### src/rtl/jtpopeye_busarb_pkg.sv
// jtpopeye_busarb_pkg: shared types and constants for the Popeye DMA bus arbiter.
//   busarb_st_t       arbiter FSM state encoding
//   BUSARB_WDOG_W/MAX grant watchdog counter width and terminal count
//   busarb_dma_owns   true in states where the DMA side owns the work RAM
package jtpopeye_busarb_pkg;

    typedef enum logic [1:0] {
        ST_CPU     = 2'd0,
        ST_DRAIN   = 2'd1,
        ST_GRANT   = 2'd2,
        ST_RELEASE = 2'd3
    } busarb_st_t;

    localparam int unsigned BUSARB_WDOG_W = 12;
    localparam logic [BUSARB_WDOG_W-1:0] BUSARB_WDOG_MAX = 12'd4095;

    // RELEASE keeps the RAM on the DMA side so the CPU cannot write during the guard period
    function automatic logic busarb_dma_owns(input busarb_st_t st);
        return (st == ST_GRANT) || (st == ST_RELEASE);
    endfunction

endpackage

### src/rtl/jtpopeye_busarb_if.sv
// jtpopeye_busarb_if: CPU, DMA and work-RAM signals around the bus arbiter.
//   slave  : arbiter view (drives busak_n, cpu_hold, dma_dm, ram_*, wdog_err)
//   master : environment view (CPU core, DMA engine, work RAM)
interface jtpopeye_busarb_if #(
    parameter int unsigned AW = 10,
    parameter int unsigned DW = 8
);
    logic          busrq_n;
    logic          busak_n;
    logic          cpu_mreq_n;
    logic          cpu_iorq_n;
    logic [AW-1:0] cpu_addr;
    logic [DW-1:0] cpu_dout;
    logic          cpu_we;
    logic          cpu_hold;
    logic [AW-1:0] dma_addr;
    logic [DW-1:0] dma_dm;
    logic [AW-1:0] ram_addr;
    logic [DW-1:0] ram_din;
    logic          ram_we;
    logic [DW-1:0] ram_q;
    logic          wdog_err;

    modport slave (
        input  busrq_n, cpu_mreq_n, cpu_iorq_n, cpu_addr, cpu_dout, cpu_we,
               dma_addr, ram_q,
        output busak_n, cpu_hold, dma_dm, ram_addr, ram_din, ram_we, wdog_err
    );

    modport master (
        output busrq_n, cpu_mreq_n, cpu_iorq_n, cpu_addr, cpu_dout, cpu_we,
               dma_addr, ram_q,
        input  busak_n, cpu_hold, dma_dm, ram_addr, ram_din, ram_we, wdog_err
    );
endinterface

### src/rtl/jtpopeye_busarb_wdog.sv
// jtpopeye_busarb_wdog: grant-timeout counter.
//   clk, rst_n   clock, synchronous active-low reset
//   i_cen        CPU clock-enable strobe
//   i_active     high while the arbiter is in GRANT; low clears the count
//   o_expire_c   combinational: this strobe brings the count to BUSARB_WDOG_MAX
module jtpopeye_busarb_wdog (
    input  logic clk,
    input  logic rst_n,
    input  logic i_cen,
    input  logic i_active,
    output logic o_expire_c
);
    import jtpopeye_busarb_pkg::*;

    logic [BUSARB_WDOG_W-1:0] r_cnt;

    // Counts strobes spent in GRANT, saturating at the terminal count
    always_ff @(posedge clk) begin
        if (!rst_n || !i_active) begin
            r_cnt <= '0;
        end else if (i_cen && (r_cnt != BUSARB_WDOG_MAX)) begin
            r_cnt <= r_cnt + BUSARB_WDOG_W'(1);
        end
    end

    // Fires on the strobe whose increment reaches the terminal count
    assign o_expire_c = i_active && i_cen &&
                        (r_cnt == (BUSARB_WDOG_MAX - BUSARB_WDOG_W'(1)));

endmodule

### src/rtl/jtpopeye_busarb.sv
// jtpopeye_busarb: Popeye sprite-DMA bus arbiter and work-RAM responder.
// Drains the current CPU cycle, acknowledges BUSRQn, holds the CPU and steers the
// DMA address onto the 1 KB work RAM; RAM read data returns on dma_dm.
//   clk, rst_n   clock, synchronous active-low reset
//   cpu_cen      CPU clock-enable strobe; all arbitration decisions happen on it
//   bus          jtpopeye_busarb_if.slave (CPU, DMA and RAM signals)
// Optional: define JTPOPEYE_BUSARB_WDOG_EN to force a release after 4095 strobes
// in GRANT and raise the sticky wdog_err flag.
module jtpopeye_busarb #(
    parameter int unsigned AW = 10,
    parameter int unsigned DW = 8
) (
    input  logic                clk,
    input  logic                rst_n,
    input  logic                cpu_cen,
    jtpopeye_busarb_if.slave    bus
);
    import jtpopeye_busarb_pkg::*;

    busarb_st_t    r_state;
    logic          r_busak_n;
    logic          r_cpu_hold;
    logic [DW-1:0] r_dma_dm;

    logic          w_cpu_idle;
    logic          w_dma_owns;
    logic          w_in_grant;
    logic          w_wdog_hit;
    logic [AW-1:0] w_ram_addr;

    assign w_cpu_idle = bus.cpu_mreq_n & bus.cpu_iorq_n;
    assign w_in_grant = (r_state == ST_GRANT);
    // Reset hands the RAM straight back to the CPU port
    assign w_dma_owns = rst_n && busarb_dma_owns(r_state);

    // Arbitration FSM with registered acknowledge, hold and DMA read data
    always_ff @(posedge clk) begin
        if (!rst_n) begin
            r_state    <= ST_CPU;
            r_busak_n  <= 1'b1;
            r_cpu_hold <= 1'b0;
            r_dma_dm   <= '0;
        end else begin
            if (w_in_grant) begin
                r_dma_dm <= bus.ram_q;
            end
            if (cpu_cen) begin
                case (r_state)
                    ST_CPU: begin
                        // A cycle starting on the same strobe counts as busy
                        if (!bus.busrq_n) begin
                            if (w_cpu_idle) begin
                                r_state    <= ST_GRANT;
                                r_busak_n  <= 1'b0;
                                r_cpu_hold <= 1'b1;
                            end else begin
                                r_state <= ST_DRAIN;
                            end
                        end
                    end
                    ST_DRAIN: begin
                        if (bus.busrq_n) begin
                            r_state <= ST_CPU;
                        end else if (w_cpu_idle) begin
                            r_state    <= ST_GRANT;
                            r_busak_n  <= 1'b0;
                            r_cpu_hold <= 1'b1;
                        end
                    end
                    ST_GRANT: begin
                        if (bus.busrq_n || w_wdog_hit) begin
                            r_state   <= ST_RELEASE;
                            r_busak_n <= 1'b1;
                        end
                    end
                    ST_RELEASE: begin
                        // Guard period: requests are only seen again from CPU
                        r_state    <= ST_CPU;
                        r_cpu_hold <= 1'b0;
                    end
                    default: begin
                        r_state <= ST_CPU;
                    end
                endcase
            end
        end
    end

`ifdef JTPOPEYE_BUSARB_WDOG_EN
    logic r_wdog_err;

    jtpopeye_busarb_wdog u_wdog (
        .clk        (clk),
        .rst_n      (rst_n),
        .i_cen      (cpu_cen),
        .i_active   (w_in_grant),
        .o_expire_c (w_wdog_hit)
    );

    // Sticky until reset
    always_ff @(posedge clk) begin
        if (!rst_n) begin
            r_wdog_err <= 1'b0;
        end else if (w_wdog_hit) begin
            r_wdog_err <= 1'b1;
        end
    end

    assign bus.wdog_err = r_wdog_err;
`else
    assign w_wdog_hit   = 1'b0;
    assign bus.wdog_err = 1'b0;
`endif

    // Work-RAM port steering
    assign w_ram_addr   = w_dma_owns ? bus.dma_addr : bus.cpu_addr;
    assign bus.ram_addr = w_ram_addr;
    assign bus.ram_din  = bus.cpu_dout;
    assign bus.ram_we   = w_dma_owns ? 1'b0 : bus.cpu_we;

    assign bus.busak_n  = r_busak_n;
    assign bus.cpu_hold = r_cpu_hold;
    assign bus.dma_dm   = r_dma_dm;

endmodule
### src/flat_wrapper.sv
// flat-port wrapper written by rule: the top's interface ports become plain ports
module jtpopeye_busarb_flat import jtpopeye_busarb_pkg::*;
#(
    parameter int unsigned AW = 10,
    parameter int unsigned DW = 8
)
  (clk, rst_n, cpu_cen, bus_busrq_n, bus_cpu_mreq_n, bus_cpu_iorq_n, bus_cpu_addr, bus_cpu_dout, bus_cpu_we, bus_dma_addr, bus_ram_q, bus_busak_n, bus_cpu_hold, bus_dma_dm, bus_ram_addr, bus_ram_din, bus_ram_we, bus_wdog_err);
  jtpopeye_busarb_if #(.AW(AW), .DW(DW)) bus_i ();
  input  logic clk;
  input  logic rst_n;
  input  logic cpu_cen;
  input wire logic [$bits(bus_i.busrq_n)-1:0] bus_busrq_n;
  input wire logic [$bits(bus_i.cpu_mreq_n)-1:0] bus_cpu_mreq_n;
  input wire logic [$bits(bus_i.cpu_iorq_n)-1:0] bus_cpu_iorq_n;
  input wire logic [$bits(bus_i.cpu_addr)-1:0] bus_cpu_addr;
  input wire logic [$bits(bus_i.cpu_dout)-1:0] bus_cpu_dout;
  input wire logic [$bits(bus_i.cpu_we)-1:0] bus_cpu_we;
  input wire logic [$bits(bus_i.dma_addr)-1:0] bus_dma_addr;
  input wire logic [$bits(bus_i.ram_q)-1:0] bus_ram_q;
  output wire logic [$bits(bus_i.busak_n)-1:0] bus_busak_n;
  output wire logic [$bits(bus_i.cpu_hold)-1:0] bus_cpu_hold;
  output wire logic [$bits(bus_i.dma_dm)-1:0] bus_dma_dm;
  output wire logic [$bits(bus_i.ram_addr)-1:0] bus_ram_addr;
  output wire logic [$bits(bus_i.ram_din)-1:0] bus_ram_din;
  output wire logic [$bits(bus_i.ram_we)-1:0] bus_ram_we;
  output wire logic [$bits(bus_i.wdog_err)-1:0] bus_wdog_err;
  assign bus_i.busrq_n = bus_busrq_n;
  assign bus_i.cpu_mreq_n = bus_cpu_mreq_n;
  assign bus_i.cpu_iorq_n = bus_cpu_iorq_n;
  assign bus_i.cpu_addr = bus_cpu_addr;
  assign bus_i.cpu_dout = bus_cpu_dout;
  assign bus_i.cpu_we = bus_cpu_we;
  assign bus_i.dma_addr = bus_dma_addr;
  assign bus_i.ram_q = bus_ram_q;
  assign bus_busak_n = bus_i.busak_n;
  assign bus_cpu_hold = bus_i.cpu_hold;
  assign bus_dma_dm = bus_i.dma_dm;
  assign bus_ram_addr = bus_i.ram_addr;
  assign bus_ram_din = bus_i.ram_din;
  assign bus_ram_we = bus_i.ram_we;
  assign bus_wdog_err = bus_i.wdog_err;
  jtpopeye_busarb #(.AW(AW), .DW(DW)) u_core (.clk(clk), .rst_n(rst_n), .cpu_cen(cpu_cen), .bus(bus_i));
endmodule
### config.mk
export PLATFORM = sky130hd
export DESIGN_NAME = jtpopeye_busarb_flat
export DESIGN_NICKNAME = d
export VERILOG_FILES = /design/src/rtl/jtpopeye_busarb_pkg.sv /design/src/rtl/jtpopeye_busarb_if.sv /design/src/rtl/jtpopeye_busarb_wdog.sv /design/src/rtl/jtpopeye_busarb.sv /design/src/flat_wrapper.sv
export SDC_FILE = /design/constraint.sdc
export NUM_CORES = 1
export LEC_CHECK = 0
export ABC_AREA = 1
export CAP_MARGIN = 20
export CORE_UTILIZATION = 26
export CTS_BUF_LIST = sky130_fd_sc_hd__clkbuf_16
export DETAILED_ROUTE_END_ITERATION = 6
export PLACE_DENSITY = 0.76
export SYNTH_ARGS = -nofsm -noshare
export SYNTH_HDL_FRONTEND = slang
export SYNTH_SLANG_ARGS = --single-unit
### constraint.sdc
create_clock -name clk -period 1.2 [get_ports clk]
set_clock_uncertainty 0.05 [all_clocks]
set_input_delay 0.36 -clock clk [delete_from_list [all_inputs] [get_ports clk]]
set_output_delay 0.36 -clock clk [all_outputs]
set_load 0.1 [all_outputs]
### Yosys cells after proc, flatten, opt, wreduce, memory -nomap -nowiden

Index checks and enable logic that the tools add are counted.

* register bits after elaboration: 12
* input port bits: 43
* output and inout port bits: 30

* eq/ne operators: 8
* muxes and demuxes: 15
* bitwise logic cells: 1
* reduce and logical (&&, ||, !) cells: 9

Operator list (count)
* 10-bit two-way mux: 1
* 2-bit two-way mux: 5
* 2-bit case mux with 4 select lines: 1
* 4-bit AND reduction: 2
* 1-bit two-way mux: 6
* 2-bit inequality test, second input constant: 3
* 5-bit AND reduction: 1
* 2-bit == test, second input constant: 2
* 1-bit case mux with 2 select lines: 2
* 2-bit nonzero test: 2
* 3-bit by 2-bit inequality test with 1-bit output, second input constant: 1
* 2-bit by 1-bit == test with 1-bit output, second input constant: 1
* 2-bit zero test: 1
* 2-bit by 1-bit inequality test with 1-bit output, second input constant: 1
* 2-bit OR reduction: 1
* 1-bit AND: 1
* 1-bit logical AND: 1
* 1-bit logical OR: 1

### Depth between registers and ports, before layout

Gate-level depths: netlist of the first run.

* depth after elaboration: 4
* depth in mapped cells: 7
* mapped depth without buffers: 7

### Worst setup path after synthesis of the first run

OpenSTA, ideal clock, no wires.

* path type: flip-flop to output port
* start point: reg u_core.r_state[1]
* end point: out bus_ram_we
* arrival: 1.896 ns
* data required time: 0.790 ns
* slack: -1.106 ns
* stages on the path, launching flop included: 5
* path buffers: 1
* path through: dfxtp_1 nand2_1 inv_1 buf_4 nor2_1

* word-level cells in the longest chain between the ends: 4
* elaborated cells on any way between the ends: 5
* those cells by class: 2 x eq/ne; 1 x mux; 2 x reduce/logical

RTL lines
* from (decl): line jtpopeye_busarb.sv:20 `busarb_st_t r_state;`
* from (signal assigned): line jtpopeye_busarb.sv:39 `r_state <= ST_CPU;`
* from (signal assigned): line jtpopeye_busarb.sv:53 `r_state <= ST_GRANT;`
* from (signal assigned): line jtpopeye_busarb.sv:57 `r_state <= ST_DRAIN;`
* 2-bit == test: line jtpopeye_busarb_pkg.sv:19 `return (st == ST_GRANT) || (st == ST_RELEASE);`
* 1-bit logical OR *: line jtpopeye_busarb_pkg.sv:19
* 1-bit logical AND *: line jtpopeye_busarb.sv:34 `assign w_dma_owns = rst_n && busarb_dma_owns(r_state);`
* 1-bit two-way mux *: line jtpopeye_busarb.sv:119 `assign bus.ram_we = w_dma_owns ? 1'b0 : bus.cpu_we;`
* to (decl): line flat_wrapper.sv:25 `output wire logic [$bits(bus_i.ram_we)-1:0] bus_ram_we;`

Mark *: on every way between the ends. The rest lies on a longest branch, timed or not.

### Worst setup path after layout of the first run

* start point: reg u_core.r_state[1]
* end point: out bus_ram_addr[6]

* word-level cells in the longest chain between the ends: 4
* elaborated cells on any way between the ends: 5
* those cells by class: 2 x eq/ne; 1 x mux; 2 x reduce/logical

RTL lines
* 2-bit == test: line jtpopeye_busarb_pkg.sv:19
* 1-bit logical OR *: line jtpopeye_busarb_pkg.sv:19
* 1-bit logical AND *: line jtpopeye_busarb.sv:34
* 10-bit two-way mux *: line jtpopeye_busarb.sv:116 `assign w_ram_addr = w_dma_owns ? bus.dma_addr : bus.cpu_addr;`
* to (decl): line flat_wrapper.sv:23 `output wire logic [$bits(bus_i.ram_addr)-1:0] bus_ram_addr;`

Marks and branches as above.

==> results of run 1 <==
==> where the power goes <==
part	internal (mW)	total [mW]	leakage [nW]	switching (mW)
clock	0.438	0.608	0.0385	0.170
combinational	0.352	0.875	0.814	0.522
sequential	0.425	0.446	0.102	0.0211
total	1.22	1.93	0.955	0.713
==> cell type report <==
cell class,count,area [sq um],area share
repair buffers,63,873,0.429
well taps,30,37.5,0.0184
clock inverters,1,3.75,0.00184
flip-flops and latches,12,254,0.125
inverters,10,48.8,0.0240
clock buffers,3,75.1,0.0369
multi-input cells,85,744,0.365
==> logic make-up (layout without fill, tap and decap cells) <==
logic type / Yosys count / after routing
AND/OR/NAND/NOR: 72 / 72
AO/OA/AOI/OAI: 12 / 12
other: 1 / 1
buffers and inverters: 22 / 77
flip-flops: 12 / 12
==> sequential cells by signal (all words and copies together), names as in the netlist <==
register             flops
u_core.bus.dma_dm        8
u_core.bus.busak_n       1
u_core.r_state           2
u_core.bus.cpu_hold      1
==> critical path, stage by stage (launching register included) <==
cell and delay (ns):
dfxtp_2 0.33, nand2_4 0.12, buf_8 0.20, nand2_8 0.08
nand2_8 0.06, buf_12 0.16
==> worst max-delay path by stage <==
stage | to | from
floorplan | bus_ram_we | rst_n
global placement | bus_ram_addr[9] | rst_n
detailed placement | bus_ram_addr[1] | rst_n
CTS | bus_ram_addr[2] | u_core.r_state[1]
global route | bus_ram_addr[6] | u_core.r_state[1]
finish | bus_ram_addr[6] | u_core.r_state[1]
==> routing by layer <==
metal  wire, microns  global-route usage  share of wire  vias up
met5               0                   0              0        -
met4              40              0.0812          0.014        0
met3             431              0.0904           0.15       10
met2            1430               0.392           0.50       59
met1             958               0.202           0.34      402
li1                -                   -              -      463
==> metrics by stage <==
stage	TNS, ns	setup WS (ns)	hold WS, ns	util	area, sq um
final	-4.29	-0.411	0.414	0.808	2040
after floorplan	-1.61	-0.269	0.458	-	906
after global routing	-4.67	-0.443	0.433	0.808	2040
after CTS	-4.79	-0.446	0.420	0.786	1980
after global placement	-10.19	-0.718	0.407	0.662	1670
after detailed placement	-10.62	-0.747	0.413	0.662	1670
==> cells in the final DEF, fill, tap and decap left out, types with 4 or more instances in the layout <==
master and count:
nor2_1 20, dfxtp_2 11, o21ai_0 9, nand2_2 11, buf_12 22, nand3_1 6
inv_1 4, dlygate4sd2_1 5, nand2_1 9, nand2_8 21, inv_2 4, dlymetal6s2s_1 16
buf_4 5, clkdlybuf4s50_1 12
==> repair_timing <==
item                       4_1_cts  5_1_grt
setup endpoints to repair       15       17
pin swaps                       10        6
gates resized for setup         58       26
cloned                           1        0
hold buffers                     0        0
buffers inserted                 2        0
==> flow_summary.ini, run 1 <==
[logic_synthesis]
synth_cells = 119
yosys.cell_count.top_type = nand2_1
ys.flop_type = dfxtp_1
synth_compound_area_frac = 0.0848
synth_mux_area_frac = 0
syn_nets = 162
ys_seq_area_frac = 0.339
synth_top_family_by_area = simple AND/OR/NAND/NOR gates
synthXorXnorAreaFrac = 0
avgSynthCellArea_sq_um = 5.95
synth_edf_count = 0
synth_common_cells = nand2_1 (41), nor2_1 (22), dfxtp_1 (12), buf_4 (10), o21ai_0 (10)
ys_types = 15
async_flop_share = 0
synth_simple_gate_area_frac = 0.399
synth_adder_area_share = 0
synth_area_leaders = dfxtp_1 (34%), nand2_1 (22%), nor2_1 (12%), buf_4 (11%), o21ai_0 (7.1%)
synth_top_area_frac = 0.339
ys_ff_latch = 12
netlist_area_sq_um = 708
synth_warnings = 0
yosysTopAreaCell = dfxtp_1

[finish]
fillerInstances = 148
antenna_cells = 0
syn_to_final_growth_pct = 188
final_cells = 204
drive_gt1_frac = 0.506
fin_nets = 218

[critical_path]
r2r_cells = 7
criticalPathCategory = reg2out
start_kind = register
rrSetupSlack_ns = 0.06
crit_arrival_ns = 1.20
rr_startpoint = u_core.r_state[1]
required_ns = 0.79
cp-end-kind = output port
reg2reg_to = u_core.r_state[0]
cp_max_fo = 5

[floorplanning]
chipHeight_microns = 54.2
rows = 18
fp.dieW_microns = 54.2
core_sq_um = 2520
start_util = 0.281
ios = 73
dieArea_sq_um = 2940

[route]
drtIter0Drc = 8
wire_per_inst_microns = 14.0
viasPerCell = 4.58
drtPass1Iterations = 4
drc = 0
num_vias = 934
drtAntennaViolNets = 0
drt-total-wl_mm = 2.86

[placement]
dpl.hpwl_mm = 1.91
placedCellCount = 199
port_buffers = 55
gp_congestion = 0.838

[worst_hold_path]
min_from = u_core.bus.busak_n
hold_class = reg2reg
min_to = u_core.bus.busak_n
holdPathStages = 2

[grt]
grt_pass1_wl_mm = 4.33
antenna_found_initial = 0
grt_max_degree = 12
gr-usage-all-layers = 0.211
grt_pass1_vias = 938
overflow = 0

[clocking]
cts_tree = yes
clk_pin_slew_ns = 0.04
clockBufferDepth = 2
htreeDepth = 1
cts_buffers = 3
clkSinkCount = 12
clock_latency_ns = 0.24
ctsRootBufferMaster = clkbuf_16

[timing]
finalSetupViolations = 11
setup_ws_ns = -0.411
timing.final.crit_share = 1.34
layout_min_cycle_time_ns = 1.61
hold_viol = 0
rsz0062_at_grt = yes
max_freq_mhz = 621
finalMaxSlewViolations = 0

[pwr]
total_power_mw = 1.93
p_per_area_nw_per_um2 = 947
ir_worst_vdd_mv = 1.43
p_leak_nw = 0.955

[run_status]
outcome = finished with violations
failed_checks = setup timing

[run]
maxCapViolCount = 0
Power figures use the tool's default switching activity.
==> run 2, diff against run 1 <==
==> constraint.sdc (replaced) <==
create_clock -name clk -period 1.2 [get_ports clk]
set_clock_uncertainty 0.05 [all_clocks]
set_input_delay 0.36 -clock clk [delete_from_list [all_inputs] [get_ports clk]]
set_output_delay 0.36 -clock clk [all_outputs]
set_load 0.01 [all_outputs]
==> run 2 against run 1 <==
  * The flow still finishes with violations (setup timing)
  * Sequential power decreased by 2%
  * Setup slack improved by 0.11 ns
  * Clock power decreased by 2%
  * Sequential share of layout area increased by 5.6 points
  * Critical path depth decreased by 1
  * Register-to-register slack got worse by 0.09 ns
  * First-iteration DRC count increased by 38%
  * Largest cell class unchanged
  * Largest power group is now clock
==> flow_summary.ini, run 2 (synthesized netlist as in run 1, its figures left out) <==
[run_status]
outcome = finished with violations
failed_checks = setup timing

[timing]
layout_min_cycle_time_ns = 1.50
hold_viol = 0
setup_ws_ns = -0.304
rsz0062_at_grt = yes
timing.final.crit_share = 1.25
max_freq_mhz = 665
finalMaxSlewViolations = 0
tns_ns = -3.14
finalSetupViolations = 12

[floorplanning]
chipHeight_microns = 54.2
dieArea_sq_um = 2940
core_sq_um = 2520
fp.dieW_microns = 54.2
ios = 73
start_util = 0.281
rows = 18

[route]
viasPerCell = 4.40
drtAntennaViolNets = 0
drtIter0Drc = 11
num_vias = 911
wire_per_inst_microns = 11.5
drc = 0
drt-total-wl_mm = 2.39
drtPass1Iterations = 4

[worst_hold_path]
min_from = u_core.bus.cpu_hold
hold_class = reg2reg
holdPathStages = 2
min_to = u_core.bus.cpu_hold

[placement]
dpl.hpwl_mm = 1.71
gp_congestion = 0.958
place_area_sq_um = 1260
port_buffers = 55

[critical_path]
critical_path.cell_chain = clkdlybuf4s50_1 > nand2_1 > nand2_1 > buf_2
cpLargestDelayFamily = buffers and inverters
path_buf_inv = 2
crit_arrival_ns = 1.09
rrSetupSlack_ns = -0.03
cp-end-kind = output port
cpPeakStageDelay_ns = 0.49
rr_startpoint = u_core.r_state[1]
cp_max_fo = 1
cp_common_cell = nand2_1
criticalPathCategory = in2out
start_kind = input pin
r2r_cells = 7
required_ns = 0.79
crit_slowest_cell = clkdlybuf4s50_1
reg2reg_to = u_core.r_state[1]

[clocking]
htreeDepth = 1
cts_buffers = 3
clock_latency_ns = 0.24
clockBufferDepth = 2
ctsRootBufferMaster = clkbuf_16
cts_tree = yes
clk_pin_slew_ns = 0.04
clkSinkCount = 12

[grt]
overflow = 0
grt_pass1_wl_mm = 3.39
gr-usage-all-layers = 0.162
grt_max_degree = 12
antenna_found_initial = 0
grt_pass1_vias = 768

[finish]
fin_nets = 221
final_cell_area_sq_um = 1390
largest_reg_flops = 8
multi_input_area_sq_um = 422
final_common_cell = nand2_1
seqCellArea_sq_um = 251
syn_to_final_growth_pct = 96.1
antenna_cells = 0
drive_gt1_frac = 0.373
layout_common_cells = nand2_1 (31), clkdlybuf4s50_1 (29), buf_2 (18), nor2_1 (17)
fillerInstances = 270

[pwr]
p_leak_nw = 0.667
p_per_area_nw_per_um2 = 986
ir_worst_vdd_mv = 1.40

[run]
maxCapViolCount = 0
run 2: changes by cell type in the layout (fill, tap and decap cells not counted), moves of 2 or more:
cell             delta
dfxtp_4             +2
buf_12             -22
nor2_1              -3
buf_4               +3
buf_6               +4
nor2_2              +4
buf_2              +17
nand2_2             -2
nand2_1            +22
dlymetal6s2s_1     -16
nand2_8            -20
dfxtp_2             -8
clkdlybuf4s50_1    +17
dfxtp_1             +6
run 2: stage by stage:
stage               std cells  worst slack, ns  hold WS (ns)  utilization  power (mW)
finish                    207           -0.304         0.398        0.551        1.37
global route              207           -0.331         0.430        0.551        1.45
CTS                       206           -0.289         0.403        0.535        1.36
detailed placement        198            -1.11         0.399        0.500       0.775
global placement          198            -1.04         0.383        0.500       0.766
floorplan                 119          0.00213         0.419            -       0.584
run 2: how the worst max path moves through the flow:
stage,from,to,slack (ns),cells past startpoint
after global routing,u_core.r_state[1],bus_ram_addr[7],-0.33,6
after global placement,rst_n,bus_ram_addr[0],-1.04,6
after floorplan,rst_n,bus_ram_we,0.002,4
final,bus_dma_addr[7],bus_ram_addr[7],-0.30,4
after detailed placement,rst_n,bus_ram_addr[8],-1.11,6
after CTS,u_core.r_state[1],bus_ram_addr[9],-0.29,5
run 2: worst reg2reg max path: stages (launching register included):
cell and delay, ns:
dfxtp_4 0.35, nand2_4 0.09, clkinvlp_4 0.14, buf_4 0.15, buf_4 0.12, buf_4 0.12, nand2_1 0.05, o21ai_1 0.05
run 2: area by class of cell:
type | count | area share
timing repair buffer | 65 | 0.391
multi-input combinational | 85 | 0.304
sequential | 12 | 0.181
clock buffer | 3 | 0.0541
inverter | 10 | 0.0351
tap | 30 | 0.0270
timing repair inverter | 1 | 0.00541
clock inverter | 1 | 0.00270
run 2: where the power goes:
group / internal [mW] / total (mW) / switching (mW)
logic: 0.187 / 0.334 / 0.147
clock network: 0.437 / 0.598 / 0.161
registers: 0.421 / 0.437 / 0.0161
total: 1.05 / 1.37 / 0.324
run 2: per-layer routing:
layer	global-route usage	vias up	part of all wire
met2	0.283	24	0.53
met4	0.0470	0	0.012
li1	-	473	-
met5	0	-	0
met1	0.183	410	0.40
met3	0.0565	4	0.054
run 2: what timing repair did:
| action | 4_1_cts | 5_1_grt |
|---|---|---|
| cloned | 2 | 0 |
| hold buffers | 0 | 0 |
| resized for setup | 102 | 28 |
| buffers inserted | 2 | 1 |
| setup endpoints to repair | 25 | 27 |
| pin swaps | 9 | 6 |
| hold endpoints to repair | 0 | 0 |
